<file path="config.mk">
export PLATFORM = sky130hd
export DESIGN_NAME = counter_event_capture
export DESIGN_NICKNAME = d
export VERILOG_FILES = /design/src/rtl/counter_event_pkg.sv /design/src/rtl/event_sat_counter.sv /design/src/rtl/counter_event_capture.sv
export SDC_FILE = /design/constraint.sdc
export NUM_CORES = 1
export LEC_CHECK = 0
export CAP_MARGIN = 20
export CORE_MARGIN = 3
export CORE_UTILIZATION = 53
export DETAILED_ROUTE_END_ITERATION = 6
export PLACE_DENSITY = 0.8
export SYNTH_ARGS = -nofsm -noshare
export SYNTH_HDL_FRONTEND = slang
export SYNTH_SLANG_ARGS = --single-unit
export TNS_END_PERCENT = 10
</file>
<file path="constraint.sdc">
create_clock -name sys_clk -period 4.3 [get_ports sys_clk]
set_clock_uncertainty 0.05 [all_clocks]
set_input_delay 0.43 -clock sys_clk [delete_from_list [all_inputs] [get_ports sys_clk]]
set_output_delay 0.43 -clock sys_clk [all_outputs]
set_load 0.05 [all_outputs]
</file>
<file path="src/rtl/counter_event_pkg.sv">
// Shared state encoding and default sizing for counter_event_capture.
package counter_event_pkg;

  localparam int NUM_EVT = 3;
  localparam int CNT_W   = 16;
  localparam int TS_W    = 32;

  typedef enum logic [1:0] {
    IDLE = 2'd0,
    COPY = 2'd1,
    ACK  = 2'd2
  } state_t;

endpackage

</file>
<file path="src/rtl/event_sat_counter.sv">
// One saturating event counter with a sticky overflow flag; clr restarts the
// window and still counts an event that lands in the same cycle.
module event_sat_counter #(
  parameter int CNT_W = 16
) (
  input  logic             clk,
  input  logic             rst,
  input  logic             clr,
  input  logic             inc,
  output logic [CNT_W-1:0] cnt,
  output logic             ovf
);

  always_ff @(posedge clk or posedge rst) begin
    if (rst) begin
      cnt <= '0;
      ovf <= 1'b0;
    end else if (clr) begin
      cnt <= CNT_W'(inc);
      ovf <= 1'b0;
    end else if (inc) begin
      if (&cnt) begin
        ovf <= 1'b1;
      end else begin
        cnt <= cnt + CNT_W'(1);
      end
    end
  end

endmodule

</file>
<file path="src/rtl/counter_event_capture.sv">
// Per-event live counters with a req/ack snapshot handshake to the host.
// Optional first-event timestamp is built only when EVENT_TIMESTAMP_EN is defined.
module counter_event_capture
  import counter_event_pkg::*;
#(
  parameter int NUM_EVT = counter_event_pkg::NUM_EVT,
  parameter int CNT_W   = counter_event_pkg::CNT_W,
  parameter int TS_W    = counter_event_pkg::TS_W
) (
  input  logic                     sys_clk,
  input  logic                     reset,
  input  logic                     enable,
  input  logic [NUM_EVT-1:0]       evt_in,
  input  logic                     snap_req,
  output logic                     snap_ack,
  output logic [NUM_EVT*CNT_W-1:0] snap_cnt,
  output logic [NUM_EVT-1:0]       snap_ovf,
  output logic [TS_W-1:0]          snap_ts,
  output logic                     evt_pending
);

  state_t state, state_nxt;
  logic   copy;

  logic [NUM_EVT-1:0][CNT_W-1:0] live_cnt;
  logic [NUM_EVT-1:0]            live_ovf;

  always_ff @(posedge sys_clk or posedge reset) begin
    if (reset) begin
      state <= IDLE;
    end else begin
      state <= state_nxt;
    end
  end

  // ACK holds until the request drops, so a level held high copies only once.
  always_comb begin
    state_nxt = state;
    case (state)
      IDLE:    if (snap_req) state_nxt = COPY;
      COPY:    state_nxt = ACK;
      ACK:     if (!snap_req) state_nxt = IDLE;
      default: state_nxt = IDLE;
    endcase
  end

  always_comb begin
    snap_ack = (state == ACK);
    copy     = (state == COPY);
  end

  for (genvar g = 0; g < NUM_EVT; g++) begin : g_cnt
    event_sat_counter #(
      .CNT_W(CNT_W)
    ) u_cnt (
      .clk(sys_clk),
      .rst(reset),
      .clr(copy),
      .inc(enable & evt_in[g]),
      .cnt(live_cnt[g]),
      .ovf(live_ovf[g])
    );
  end

  always_ff @(posedge sys_clk or posedge reset) begin
    if (reset) begin
      evt_pending <= 1'b0;
      snap_cnt    <= '0;
      snap_ovf    <= '0;
    end else begin
      evt_pending <= |live_cnt;
      if (copy) begin
        snap_cnt <= live_cnt;
        snap_ovf <= live_ovf;
      end
    end
  end

`ifdef EVENT_TIMESTAMP_EN
  logic [TS_W-1:0] ts_ctr;
  logic [TS_W-1:0] first_ts;
  logic            first_seen;
  logic            any_evt;

  assign any_evt = enable & (|evt_in);

  // A window with no events reports all-ones so it cannot alias timestamp 0.
  always_ff @(posedge sys_clk or posedge reset) begin
    if (reset) begin
      ts_ctr     <= '0;
      first_ts   <= '0;
      first_seen <= 1'b0;
      snap_ts    <= '0;
    end else begin
      ts_ctr <= ts_ctr + TS_W'(1);
      if (copy) begin
        snap_ts    <= first_seen ? first_ts : '1;
        first_seen <= any_evt;
        first_ts   <= ts_ctr;
      end else if (any_evt && !first_seen) begin
        first_seen <= 1'b1;
        first_ts   <= ts_ctr;
      end
    end
  end
`else
  assign snap_ts = '0;
`endif

endmodule

</file>
### After elaboration in Yosys (flattened, before gate mapping)

Cells that the tools add are included.

| word-level totals | value |
|---|---|
| logic and storage cells | 62 |
| bits in latches | 0 |
| memory bits (read-only) | 0 |
| bits of input ports | 7 |
| output and inout bits | 85 |
| bits in registers | 105 |
| memories | 0 |
| RAM bits | 0 |

| cells by class | value |
|---|---|
| multipliers | 0 |
| $add $sub $neg | 3 |
| bitwise logic cells | 3 |
| reductions and logical operators | 18 |
| div/mod/pow operators | 0 |
| eq/ne operators | 7 |
| order comparisons | 0 |
| shifts and indexed selects | 0 |
| muxes and demuxes | 21 |

Operators by type and width:

| kind | count |
|---|---|
| two-way mux 16 bit | 9 |
| adder 16 x 1 -> 16 bit (second input constant) | 3 |
| AND reduction 16 bit | 3 |
| OR reduction 48 bit | 1 |
| AND reduction 2 bit | 7 |
| nonzero test 2 bit | 6 |
| inequality test 2 bit (second input constant) | 5 |
| two-way mux 1 bit | 9 |
| one-hot mux 2 bit (3 select lines) | 1 |
| two-way mux 2 bit | 2 |
| bitwise AND 1 bit | 3 |
| == test 2 x 1 -> 1 bit (second input constant) | 1 |
| == test 2 bit (second input constant) | 1 |
| logical NOT 2 bit | 1 |

### Depth between registers and ports, before layout

Gate-level depths: netlist of the first run.

| depth | value |
|---|---|
| word-level depth | 4 |
| mapped depth | 7 |

### Hierarchy

A second synthesis of the first run with hierarchy kept.

| unflattened totals | value |
|---|---|
| cells, all modules | 480 |
| area total of the unflattened synthesis | 5315.1 µm² |

Modules (own cells, without submodules):

| module | instances | cells each | seq. area each (µm²) | area each (µm²) |
|---|---|---|---|---|
| event_sat_counter | 3 | 104 | 425.4 | 968.4 |
| counter_event_capture | 1 | 168 | 1351.3 | 2409.8 |

### Worst setup path before layout of the first run

No wires, ideal clock.

| path | value |
|---|---|
| path type | register -> register |
| start | register g_cnt[1].u_cnt.cnt[0] |
| end | register g_cnt[1].u_cnt.cnt[3] |
| setup slack | 2.400 ns |
| data arrival time | 1.767 ns |
| period minus slack after synthesis | 1.900 ns |
| path buffers | 2 |
| setup time | 0.083 ns |
| cell stages (with the launch flop) | 8 |
| cell sequence | dfrtp_1 > ha_1 > and3_1 > clkbuf_1 > and4_1 > clkbuf_1 > or4_1 > o21ai_0 |

| on the way | value |
|---|---|
| word-level cells in the longest chain between the ends | 4 |
| elaborated cells on any way between the ends | 7 |
| classes of those cells | 1 x add/sub; 1 x eq/ne; 3 x mux; 2 x reduce/logical |

RTL lines:

| item | line | source |
|---|---|---|
| from (decl) | event_sat_counter.sv:10 | `output logic [CNT_W-1:0] cnt,` |
| from (signal assigned) | event_sat_counter.sv:19 | `cnt <= CNT_W'(inc);` |
| from (signal assigned) | event_sat_counter.sv:25 | `cnt <= cnt + CNT_W'(1);` |
| adder 16 x 1 -> 16 bit | event_sat_counter.sv:25 |  |
| two-way mux 16 bit | event_sat_counter.sv:22 | `if (&cnt) begin` |
| two-way mux 16 bit | event_sat_counter.sv:21 | `end else if (inc) begin` |
| two-way mux 16 bit | event_sat_counter.sv:18 | `end else if (clr) begin` |

Several ways; a longest one is shown, not always the timed one. The select of a mux whose other input is x is not followed.
A chain may end at the register's enable or synchronous reset.

### Final worst setup path of the first run

| path | value |
|---|---|
| start | register state[1] |
| end | output snap_ack |

| on the way | value |
|---|---|
| word-level cells in the longest chain between the ends | 1 |

RTL lines:

| item | line | source |
|---|---|---|
| from (decl) | counter_event_capture.sv:22 | `state_t state, state_nxt;` |
| from (signal assigned) | counter_event_capture.sv:32 | `state <= state_nxt;` |
| == test 2 bit | counter_event_capture.sv:48 | `snap_ack = (state == ACK);` |
| to (decl) | counter_event_capture.sv:15 | `output logic snap_ack,` |

No other way between the ends.

==> flow_results.xml, run 1 <==
<?xml version="1.0" encoding="UTF-8"?>
<metrics>
  <group name="floorplan">
    <metric name="design.core.area" unit="sq um">9370</metric>
    <metric name="starting_density_of_the_core" unit="">0.554</metric>
    <metric name="die_area" unit="sq um">11000</metric>
    <metric name="die_w" unit="um">105</metric>
    <metric name="ios" unit="">92</metric>
    <metric name="placement_rows" unit="">35</metric>
    <metric name="die_height" unit="um">105</metric>
  </group>
  <group name="worst_setup_path">
    <metric name="worst_setup_path_start_kind" unit="">flop</metric>
    <metric name="crit_path_dat" unit="ps">1840</metric>
    <metric name="crit_path_top_delay_cell" unit="">sky130_fd_sc_hd__clkdlybuf4s50_1</metric>
    <metric name="kind_of_end_point_of_the_critical_path" unit="">output port</metric>
    <metric name="critical_path.max_fanout" unit="">4</metric>
    <metric name="timing_worst_setup_path_type" unit="">reg2out</metric>
    <metric name="reg2reg_from" unit="">state[1]</metric>
    <metric name="startpoint" unit="">state[1]</metric>
    <metric name="cp_data_required_time" unit="ps">3820</metric>
    <metric name="worst_path_largest_cell_delay" unit="ps">830</metric>
    <metric name="crit_chain" unit="">nor2b_1 -&gt; clkdlybuf4s50_1</metric>
  </group>
  <group name="power_and_ir_drop">
    <metric name="share_comb_of_total_power" unit="">0.306</metric>
    <metric name="power.clock.fraction" unit="">0.229</metric>
    <metric name="peakVddDrop" unit="mV">0.202</metric>
    <metric name="netSwitchingPower" unit="mW">1.02</metric>
    <metric name="p_sw_frac" unit="">0.402</metric>
    <metric name="powerDensity" unit="nW/um^2">427</metric>
    <metric name="power.share.sequential" unit="">0.465</metric>
    <metric name="cellInternalPower" unit="mW">1.52</metric>
    <metric name="design_power_total" unit="mW">2.54</metric>
    <metric name="power.static_leakage" unit="nW">2.64</metric>
  </group>
  <group name="timing">
    <metric name="post_route_setup_tns" unit="ps">0</metric>
    <metric name="hold_viol" unit="">0</metric>
    <metric name="fmax" unit="MHz">430</metric>
    <metric name="rsz_0062_raised_after_global_routing" unit="">false</metric>
    <metric name="worst_max_slew_pin_slew" unit="ps">949</metric>
    <metric name="finalSetupViolCount" unit="">0</metric>
    <metric name="finalCritPeriodShare" unit="">0.540</metric>
    <metric name="final_max_slew_viol_count" unit="">0</metric>
    <metric name="worst_relative_slew_slack" unit="">0.367</metric>
    <metric name="period_minus_slack" unit="ps">2320</metric>
  </group>
  <group name="global_route">
    <metric name="grt_pass1_wl" unit="um">19500</metric>
    <metric name="grt_pass1_vias" unit="">3977</metric>
    <metric name="m2_gr_usage" unit="">0.346</metric>
    <metric name="top_usage_layer" unit="">met2</metric>
    <metric name="number_of_antenna_violations_at_the_first_check_in_global_routing" unit="">0</metric>
    <metric name="grt_use_total" unit="">0.213</metric>
    <metric name="grt_start_max_net_pins" unit="">79</metric>
    <metric name="met1_usage" unit="">0.300</metric>
    <metric name="grt.overflow.total" unit="">0</metric>
    <metric name="globalRouteMet3Util" unit="">0.0247</metric>
  </group>
  <group name="logic_synthesis">
    <metric name="edff_count_synth" unit="">0</metric>
    <metric name="dominantRegCellSynth" unit="">sky130_fd_sc_hd__dfrtp_1</metric>
    <metric name="yosysSeqAreaShare" unit="">0.506</metric>
    <metric name="yosysWarnings" unit="">0</metric>
    <metric name="synth_cell_type_count" unit="">36</metric>
    <metric name="post_synth_instance_area" unit="sq um">5190</metric>
    <metric name="synth_area_per_cell" unit="sq um">8.97</metric>
    <metric name="synthDominantAreaCellType" unit="">sky130_fd_sc_hd__dfrtp_1</metric>
    <metric name="synth.top_cells.by_area" unit="">sky130_fd_sc_hd__dfrtp_1 (51%), sky130_fd_sc_hd__nand2_1 (11%), sky130_fd_sc_hd__buf_4 (4.6%)</metric>
    <metric name="ys_top_cells_by_count" unit="">sky130_fd_sc_hd__nand2_1 (149), sky130_fd_sc_hd__dfrtp_1 (105), sky130_fd_sc_hd__buf_4 (32)</metric>
    <metric name="number_of_storage_elements_in_the_synthesis_netlist" unit="">105</metric>
    <metric name="yosys.area.top_type_share" unit="">0.506</metric>
    <metric name="yosys.cell_count.top_type" unit="">sky130_fd_sc_hd__nand2_1</metric>
    <metric name="synthArstFlopShare" unit="">1.00</metric>
    <metric name="syn_inst" unit="">579</metric>
  </group>
  <group name="placed_design">
    <metric name="place_congestion" unit="">0.892</metric>
    <metric name="detailedPlacementHpwl" unit="um">7670</metric>
    <metric name="dpl-instance-area" unit="sq um">5750</metric>
    <metric name="place.detailed.instances" unit="">740</metric>
    <metric name="port-buffer-count" unit="">59</metric>
  </group>
  <group name="clock_network">
    <metric name="post_cts_resize_count" unit="">0</metric>
    <metric name="cts_hold_buf" unit="">0</metric>
    <metric name="cts_buffers" unit="">9</metric>
    <metric name="clock_tree.htree_level_count" unit="">3</metric>
    <metric name="clkSlewWorstSetupHoldPaths" unit="ps">100</metric>
    <metric name="clock_path_buffers" unit="">2</metric>
    <metric name="post-cts-setup-buffer-count" unit="">0</metric>
    <metric name="cts-root-buf" unit="">sky130_fd_sc_hd__clkbuf_8</metric>
    <metric name="worstSkewPairLatency" unit="ps">370</metric>
    <metric name="tritoncts_clock_tree" unit="">yes</metric>
    <metric name="numClockSinks" unit="">105</metric>
  </group>
  <group name="cells_and_area">
    <metric name="post_layout_nonfiller_instances" unit="">757</metric>
    <metric name="layout.core_utilization" unit="">0.633</metric>
    <metric name="drive_gt1_frac" unit="">0.0430</metric>
    <metric name="regArea" unit="sq um">2630</metric>
    <metric name="syn2layout_area_growth" unit="%">14.3</metric>
    <metric name="number_of_diodes" unit="">0</metric>
    <metric name="final_cell_area" unit="sq um">5930</metric>
    <metric name="fillerInstances" unit="">826</metric>
    <metric name="final_net_count" unit="">636</metric>
    <metric name="multi_input_comb_area" unit="sq um">2280</metric>
  </group>
  <group name="outcome">
    <metric name="run_status" unit="">finished clean</metric>
  </group>
  <group name="route">
    <metric name="viasPerCell" unit="">5.82</metric>
    <metric name="initialDrtViolationCount" unit="">280</metric>
    <metric name="detail-route-antenna-nets" unit="">0</metric>
    <metric name="detailedRoute.firstPassIterationCount" unit="">5</metric>
    <metric name="drt-wirelength-per-cell" unit="um">15.1</metric>
    <metric name="via_count" unit="">4409</metric>
    <metric name="post-route-drc-count" unit="">0</metric>
    <metric name="final_wirelength" unit="um">11400</metric>
  </group>
  <group name="hold_path">
    <metric name="hold_class" unit="">reg2reg</metric>
    <metric name="timing.hold.worst.start" unit="">g_cnt[0].u_cnt.ovf</metric>
  </group>
  <group name="flow_run">
    <metric name="cap_violations" unit="">0</metric>
  </group>
</metrics>
layout make-up:
type / instances / area share
flip-flops and latches: 105 / 0.443
well taps: 129 / 0.0272
repair buffers: 64 / 0.106
clock buffers: 11 / 0.0238
inverters: 14 / 0.00928
multi-input cells: 429 / 0.384
clock inverters: 5 / 0.00654
placed cells by master (no fill, tap or decap), types with 2 or more instances in the layout:
cell type                         instances
sky130_fd_sc_hd__a21oi_1                 27
sky130_fd_sc_hd__and4_1                   9
sky130_fd_sc_hd__or3_1                    8
sky130_fd_sc_hd__nand2b_1                 2
sky130_fd_sc_hd__inv_1                   13
sky130_fd_sc_hd__nor4_1                   9
sky130_fd_sc_hd__o31ai_1                 19
sky130_fd_sc_hd__and3_1                   8
sky130_fd_sc_hd__a41oi_1                  2
sky130_fd_sc_hd__conb_1                  32
sky130_fd_sc_hd__o211ai_1                 7
sky130_fd_sc_hd__mux2i_1                  2
sky130_fd_sc_hd__nor3_1                   8
sky130_fd_sc_hd__dfrtp_1                105
sky130_fd_sc_hd__o21ai_0                 30
sky130_fd_sc_hd__o311ai_0                 6
sky130_fd_sc_hd__a31oi_1                  3
sky130_fd_sc_hd__and2_1                   3
sky130_fd_sc_hd__clkbuf_8                10
sky130_fd_sc_hd__buf_4                    4
sky130_fd_sc_hd__nand4_1                 25
sky130_fd_sc_hd__o41ai_1                  6
sky130_fd_sc_hd__or4_1                   24
sky130_fd_sc_hd__inv_6                    2
sky130_fd_sc_hd__nand3_1                 22
sky130_fd_sc_hd__ha_1                     6
sky130_fd_sc_hd__clkdlybuf4s50_1         59
sky130_fd_sc_hd__nor2_1                  13
sky130_fd_sc_hd__nand2_1                149
metrics by stage:
step	setup slack [ps]	hold slack, ps
detailed placement	1710	412
finish	1980	432
CTS	1950	437
global placement	1740	408
global route	1910	452
floorplan	1060	386
state kept, by name (all words and copies together) (netlist names):
name / cells
snap_ovf: 3
g_cnt.u_cnt.cnt: 48
evt_pending: 1
state: 2
snap_cnt: 48
g_cnt.u_cnt.ovf: 3
worst max-delay path, delay by kind of cell (launching register included):
| family | cells | cell delay (ps) |
|---|---|---|
| buffers and inverters | 1 | 830 |
| DFF | 1 | 430 |
| and+or+nand+nor | 1 | 210 |
cells by family after synthesis:
| family | count (synthesis) | synth area share |
|---|---|---|
| simple gates | 289 | 0.276 |
| flops | 105 | 0.506 |
| compound gates | 100 | 0.120 |
| buf+inv | 76 | 0.0788 |
| fa+ha+maj | 6 | 0.0145 |
| mux | 2 | 0.00386 |
| other cells | 1 | 0.000722 |
power groups by stage:
| stage | sequential (mW) | clock, mW | combinational [mW] |
|---|---|---|---|
| 6_report | 1.18 | 0.581 | 0.775 |
| 5_1_grt | 1.20 | 0.629 | 0.844 |
| 4_1_cts | 1.18 | 0.589 | 0.783 |
| 3_5_place_dp | 1.20 | 0 | 0.783 |
| 3_3_place_gp | 1.19 | 0 | 0.770 |
| 2_1_floorplan | 1.35 | 0 | 0.421 |
per-layer routing:
layer | up-vias | part of all wire
li1 | 2107 | -
met1 | 2128 | 0.45
met2 | 162 | 0.48
met3 | 12 | 0.050
met4 | 0 | 0.012
met5 | - | 0
final timing paths:
kind | to | slack [ps] | cells after the start
max in group asynchronous | g_cnt[1].u_cnt.cnt[5] | 2690 | 3
hold reg to reg | snap_ovf[0] | 430 | 2
setup reg to reg | g_cnt[1].u_cnt.cnt[10] | 2130 | 4
min in group asynchronous | snap_cnt[45] | 570 | 2
hold / removal | snap_ovf[0] | 430 | 2
setup / recovery | snap_ack | 1980 | 2
(Power assumes the default switching activity.)
==> inputs of run 2 (changes only) <==
- CORE_UTILIZATION: 53 -> 48
- PLACE_DENSITY: 0.8 -> 0.77
- clock period: 4.3 -> 2 ns (I/O delays scaled with it)
==> run 2 against run 1 <==
  * Sequential share of layout area down 2.9 points
  * Global-route usage up 0.27 points
  * First-iteration DRC count grew 12%
  * Core utilization shrank 2.4 points
  * Critical path depth rose by 3
  * Worst hold slack got worse by 220 ps
  * Cell area rose by 6.9%
  * Sequential power increased by 110%
  * Total power increased by 120%
  * Register-to-register slack got worse by 2000 ps
  * Sequential cell count did not move
  * Critical endpoint is now g_cnt[1].u_cnt.cnt[13]
  * Largest power group unchanged
==> flow_results.xml, run 2 (synthesis gave the netlist of run 1 again) <==
<?xml version="1.0" encoding="UTF-8"?>
<metrics>
  <group name="clock_network">
    <metric name="cts_buffers" unit="">9</metric>
    <metric name="clock_path_buffers" unit="">2</metric>
    <metric name="cts_hold_buf" unit="">0</metric>
    <metric name="clkSlewWorstSetupHoldPaths" unit="ps">100</metric>
    <metric name="tritoncts_clock_tree" unit="">yes</metric>
    <metric name="cts-root-buf" unit="">sky130_fd_sc_hd__clkbuf_8</metric>
    <metric name="numClockSinks" unit="">105</metric>
    <metric name="worstSkewPairLatency" unit="ps">380</metric>
    <metric name="clock_tree.htree_level_count" unit="">3</metric>
  </group>
  <group name="cells_and_area">
    <metric name="final_net_count" unit="">679</metric>
    <metric name="final_cell_area" unit="sq um">6340</metric>
    <metric name="syn2layout_area_growth" unit="%">22.2</metric>
    <metric name="layout.core_utilization" unit="">0.609</metric>
    <metric name="layout.cells.most_common" unit="">sky130_fd_sc_hd__nand2_1</metric>
    <metric name="layout.cells.most_common_list" unit="">sky130_fd_sc_hd__nand2_1 (149), sky130_fd_sc_hd__dfrtp_1 (105), sky130_fd_sc_hd__clkdlybuf4s50_1 (58)</metric>
    <metric name="drive_gt1_frac" unit="">0.110</metric>
    <metric name="number_of_diodes" unit="">0</metric>
    <metric name="leading_registers_by_flop_count" unit="">g_cnt.u_cnt.cnt x48, snap_cnt x48</metric>
  </group>
  <group name="route">
    <metric name="drt-wirelength-per-cell" unit="um">15.3</metric>
    <metric name="initialDrtViolationCount" unit="">313</metric>
    <metric name="top_layer_used" unit="">met4</metric>
    <metric name="final_wirelength" unit="um">12300</metric>
    <metric name="detail-route-antenna-nets" unit="">0</metric>
    <metric name="detailroute.wirelength.met3" unit="um">676</metric>
    <metric name="route.layer.met1.wl" unit="um">5510</metric>
    <metric name="post-route-drc-count" unit="">0</metric>
    <metric name="viasPerCell" unit="">5.65</metric>
    <metric name="detailedRoute.firstPassIterationCount" unit="">5</metric>
    <metric name="met2_wirelength" unit="um">5920</metric>
    <metric name="via_count" unit="">4556</metric>
  </group>
  <group name="timing">
    <metric name="worst_relative_slew_slack" unit="">0.567</metric>
    <metric name="final_critical_path_setup_slack" unit="ps">111</metric>
    <metric name="rsz_0062_raised_after_global_routing" unit="">false</metric>
    <metric name="finalSetupViolCount" unit="">0</metric>
    <metric name="fmax" unit="MHz">529</metric>
    <metric name="finalCritPeriodShare" unit="">0.944</metric>
    <metric name="period_minus_slack" unit="ps">1890</metric>
    <metric name="post_route_setup_tns" unit="ps">0</metric>
    <metric name="final_max_slew_viol_count" unit="">0</metric>
    <metric name="hold_viol" unit="">0</metric>
    <metric name="worst_max_slew_pin_slew" unit="ps">648</metric>
  </group>
  <group name="floorplan">
    <metric name="ios" unit="">92</metric>
    <metric name="die_area" unit="sq um">12100</metric>
    <metric name="starting_density_of_the_core" unit="">0.498</metric>
    <metric name="design.core.area" unit="sq um">10400</metric>
    <metric name="placement_rows" unit="">37</metric>
    <metric name="die_height" unit="um">110</metric>
    <metric name="die_w" unit="um">110</metric>
  </group>
  <group name="placed_design">
    <metric name="port-buffer-count" unit="">59</metric>
    <metric name="place_congestion" unit="">0.915</metric>
    <metric name="dpl-instance-area" unit="sq um">6150</metric>
    <metric name="detailedPlacementHpwl" unit="um">9030</metric>
    <metric name="dp_slack" unit="ps">-119</metric>
  </group>
  <group name="worst_setup_path">
    <metric name="crit_path_dat" unit="ps">2140</metric>
    <metric name="timing_worst_setup_path_type" unit="">reg2reg</metric>
    <metric name="cp_data_required_time" unit="ps">2250</metric>
    <metric name="crit_chain" unit="">ha_1 -&gt; and3_1 -&gt; and4_1 -&gt; or4_1 -&gt; a21oi_1</metric>
    <metric name="critPathTopFamily" unit="">simple AND/OR/NAND/NOR gates</metric>
    <metric name="crit_path_top_delay_cell" unit="">sky130_fd_sc_hd__or4_1</metric>
    <metric name="worst_path_largest_cell_delay" unit="ps">520</metric>
    <metric name="worst_setup_path_start_kind" unit="">flop</metric>
    <metric name="kind_of_end_point_of_the_critical_path" unit="">flop</metric>
    <metric name="worst_path_buffer_plus_inverter_count" unit="">0</metric>
    <metric name="critical_path.max_fanout" unit="">9</metric>
  </group>
  <group name="global_route">
    <metric name="grt.overflow.total" unit="">0</metric>
    <metric name="grt_pass1_vias" unit="">4283</metric>
    <metric name="grt_start_max_net_pins" unit="">56</metric>
    <metric name="number_of_antenna_violations_at_the_first_check_in_global_routing" unit="">0</metric>
    <metric name="grt_pass1_wl" unit="um">20700</metric>
    <metric name="grt_use_total" unit="">0.216</metric>
  </group>
  <group name="power_and_ir_drop">
    <metric name="design_power_total" unit="mW">5.64</metric>
    <metric name="powerDensity" unit="nW/um^2">890</metric>
    <metric name="power.static_leakage" unit="nW">2.88</metric>
    <metric name="peakVddDrop" unit="mV">0.485</metric>
  </group>
  <group name="flow_run">
    <metric name="cap_violations" unit="">0</metric>
  </group>
  <group name="outcome">
    <metric name="run_status" unit="">finished clean</metric>
  </group>
  <group name="hold_path">
    <metric name="hold_class" unit="">in2async</metric>
  </group>
</metrics>
-- run 2: cell type report --
class | count | area [sq um]
Tap cell | 136 | 170
Sequential cell | 105 | 2630
Fill cell | 948 | 4070
Timing Repair Buffer | 107 | 1010
Multi-Input combinational cell | 429 | 2300
Inverter | 14 | 56.3
Clock inverter | 4 | 27.5
Clock buffer | 12 | 155
-- run 2: power breakdown --
part | internal (mW) | switching [mW] | leakage, nW
logic | 0.590 | 1.29 | 1.34
clock network | 0.523 | 0.729 | 0.0963
registers | 2.33 | 0.182 | 1.44
total | 3.44 | 2.21 | 2.88
-- run 2: worst register-to-register path: stages, from the launching register on --
cell and delay [ps]:
sky130_fd_sc_hd__dfrtp_1 430, sky130_fd_sc_hd__ha_1 250, sky130_fd_sc_hd__and3_1 200, sky130_fd_sc_hd__and4_1 230, sky130_fd_sc_hd__or4_1 520, sky130_fd_sc_hd__a21oi_1 150
-- run 2: per-layer routing --
| layer | track usage | vias to the layer above |
|---|---|---|
| met4 | 0.0784 | 0 |
| met1 | 0.301 | 2188 |
| li1 | - | 2195 |
| met5 | 0 | - |
| met3 | 0.0315 | 16 |
| met2 | 0.343 | 157 |
-- run 2: metrics by stage --
| stage | std cells | hold slack (ps) |
|---|---|---|
| after floorplan | 610 | 264 |
| after global placement | 791 | 406 |
| after detailed placement | 791 | 412 |
| after CTS | 807 | 228 |
| after global routing | 807 | 248 |
| final | 807 | 214 |
-- run 2: timing repair --
item                                    4_1_cts  5_1_grt
endpoints found under the setup margin        0        7
setup buffers                                 0        0
resized for setup                             0        3
-- run 2: final timing paths --
check | start | endpoint | slack, ps | depth (start not counted)
min in group sys_clk | snap_req | state[1] | 350 | 3
worst max register to register | g_cnt[1].u_cnt.cnt[0] | g_cnt[1].u_cnt.cnt[13] | 110 | 5
worst min-delay path | reset | g_cnt[1].u_cnt.cnt[10] | 210 | 2
worst min register to register | g_cnt[0].u_cnt.ovf | snap_ovf[0] | 430 | 2
max in group asynchronous | reset | g_cnt[2].u_cnt.ovf | 1150 | 3
worst max-delay path | g_cnt[1].u_cnt.cnt[0] | g_cnt[1].u_cnt.cnt[13] | 110 | 5
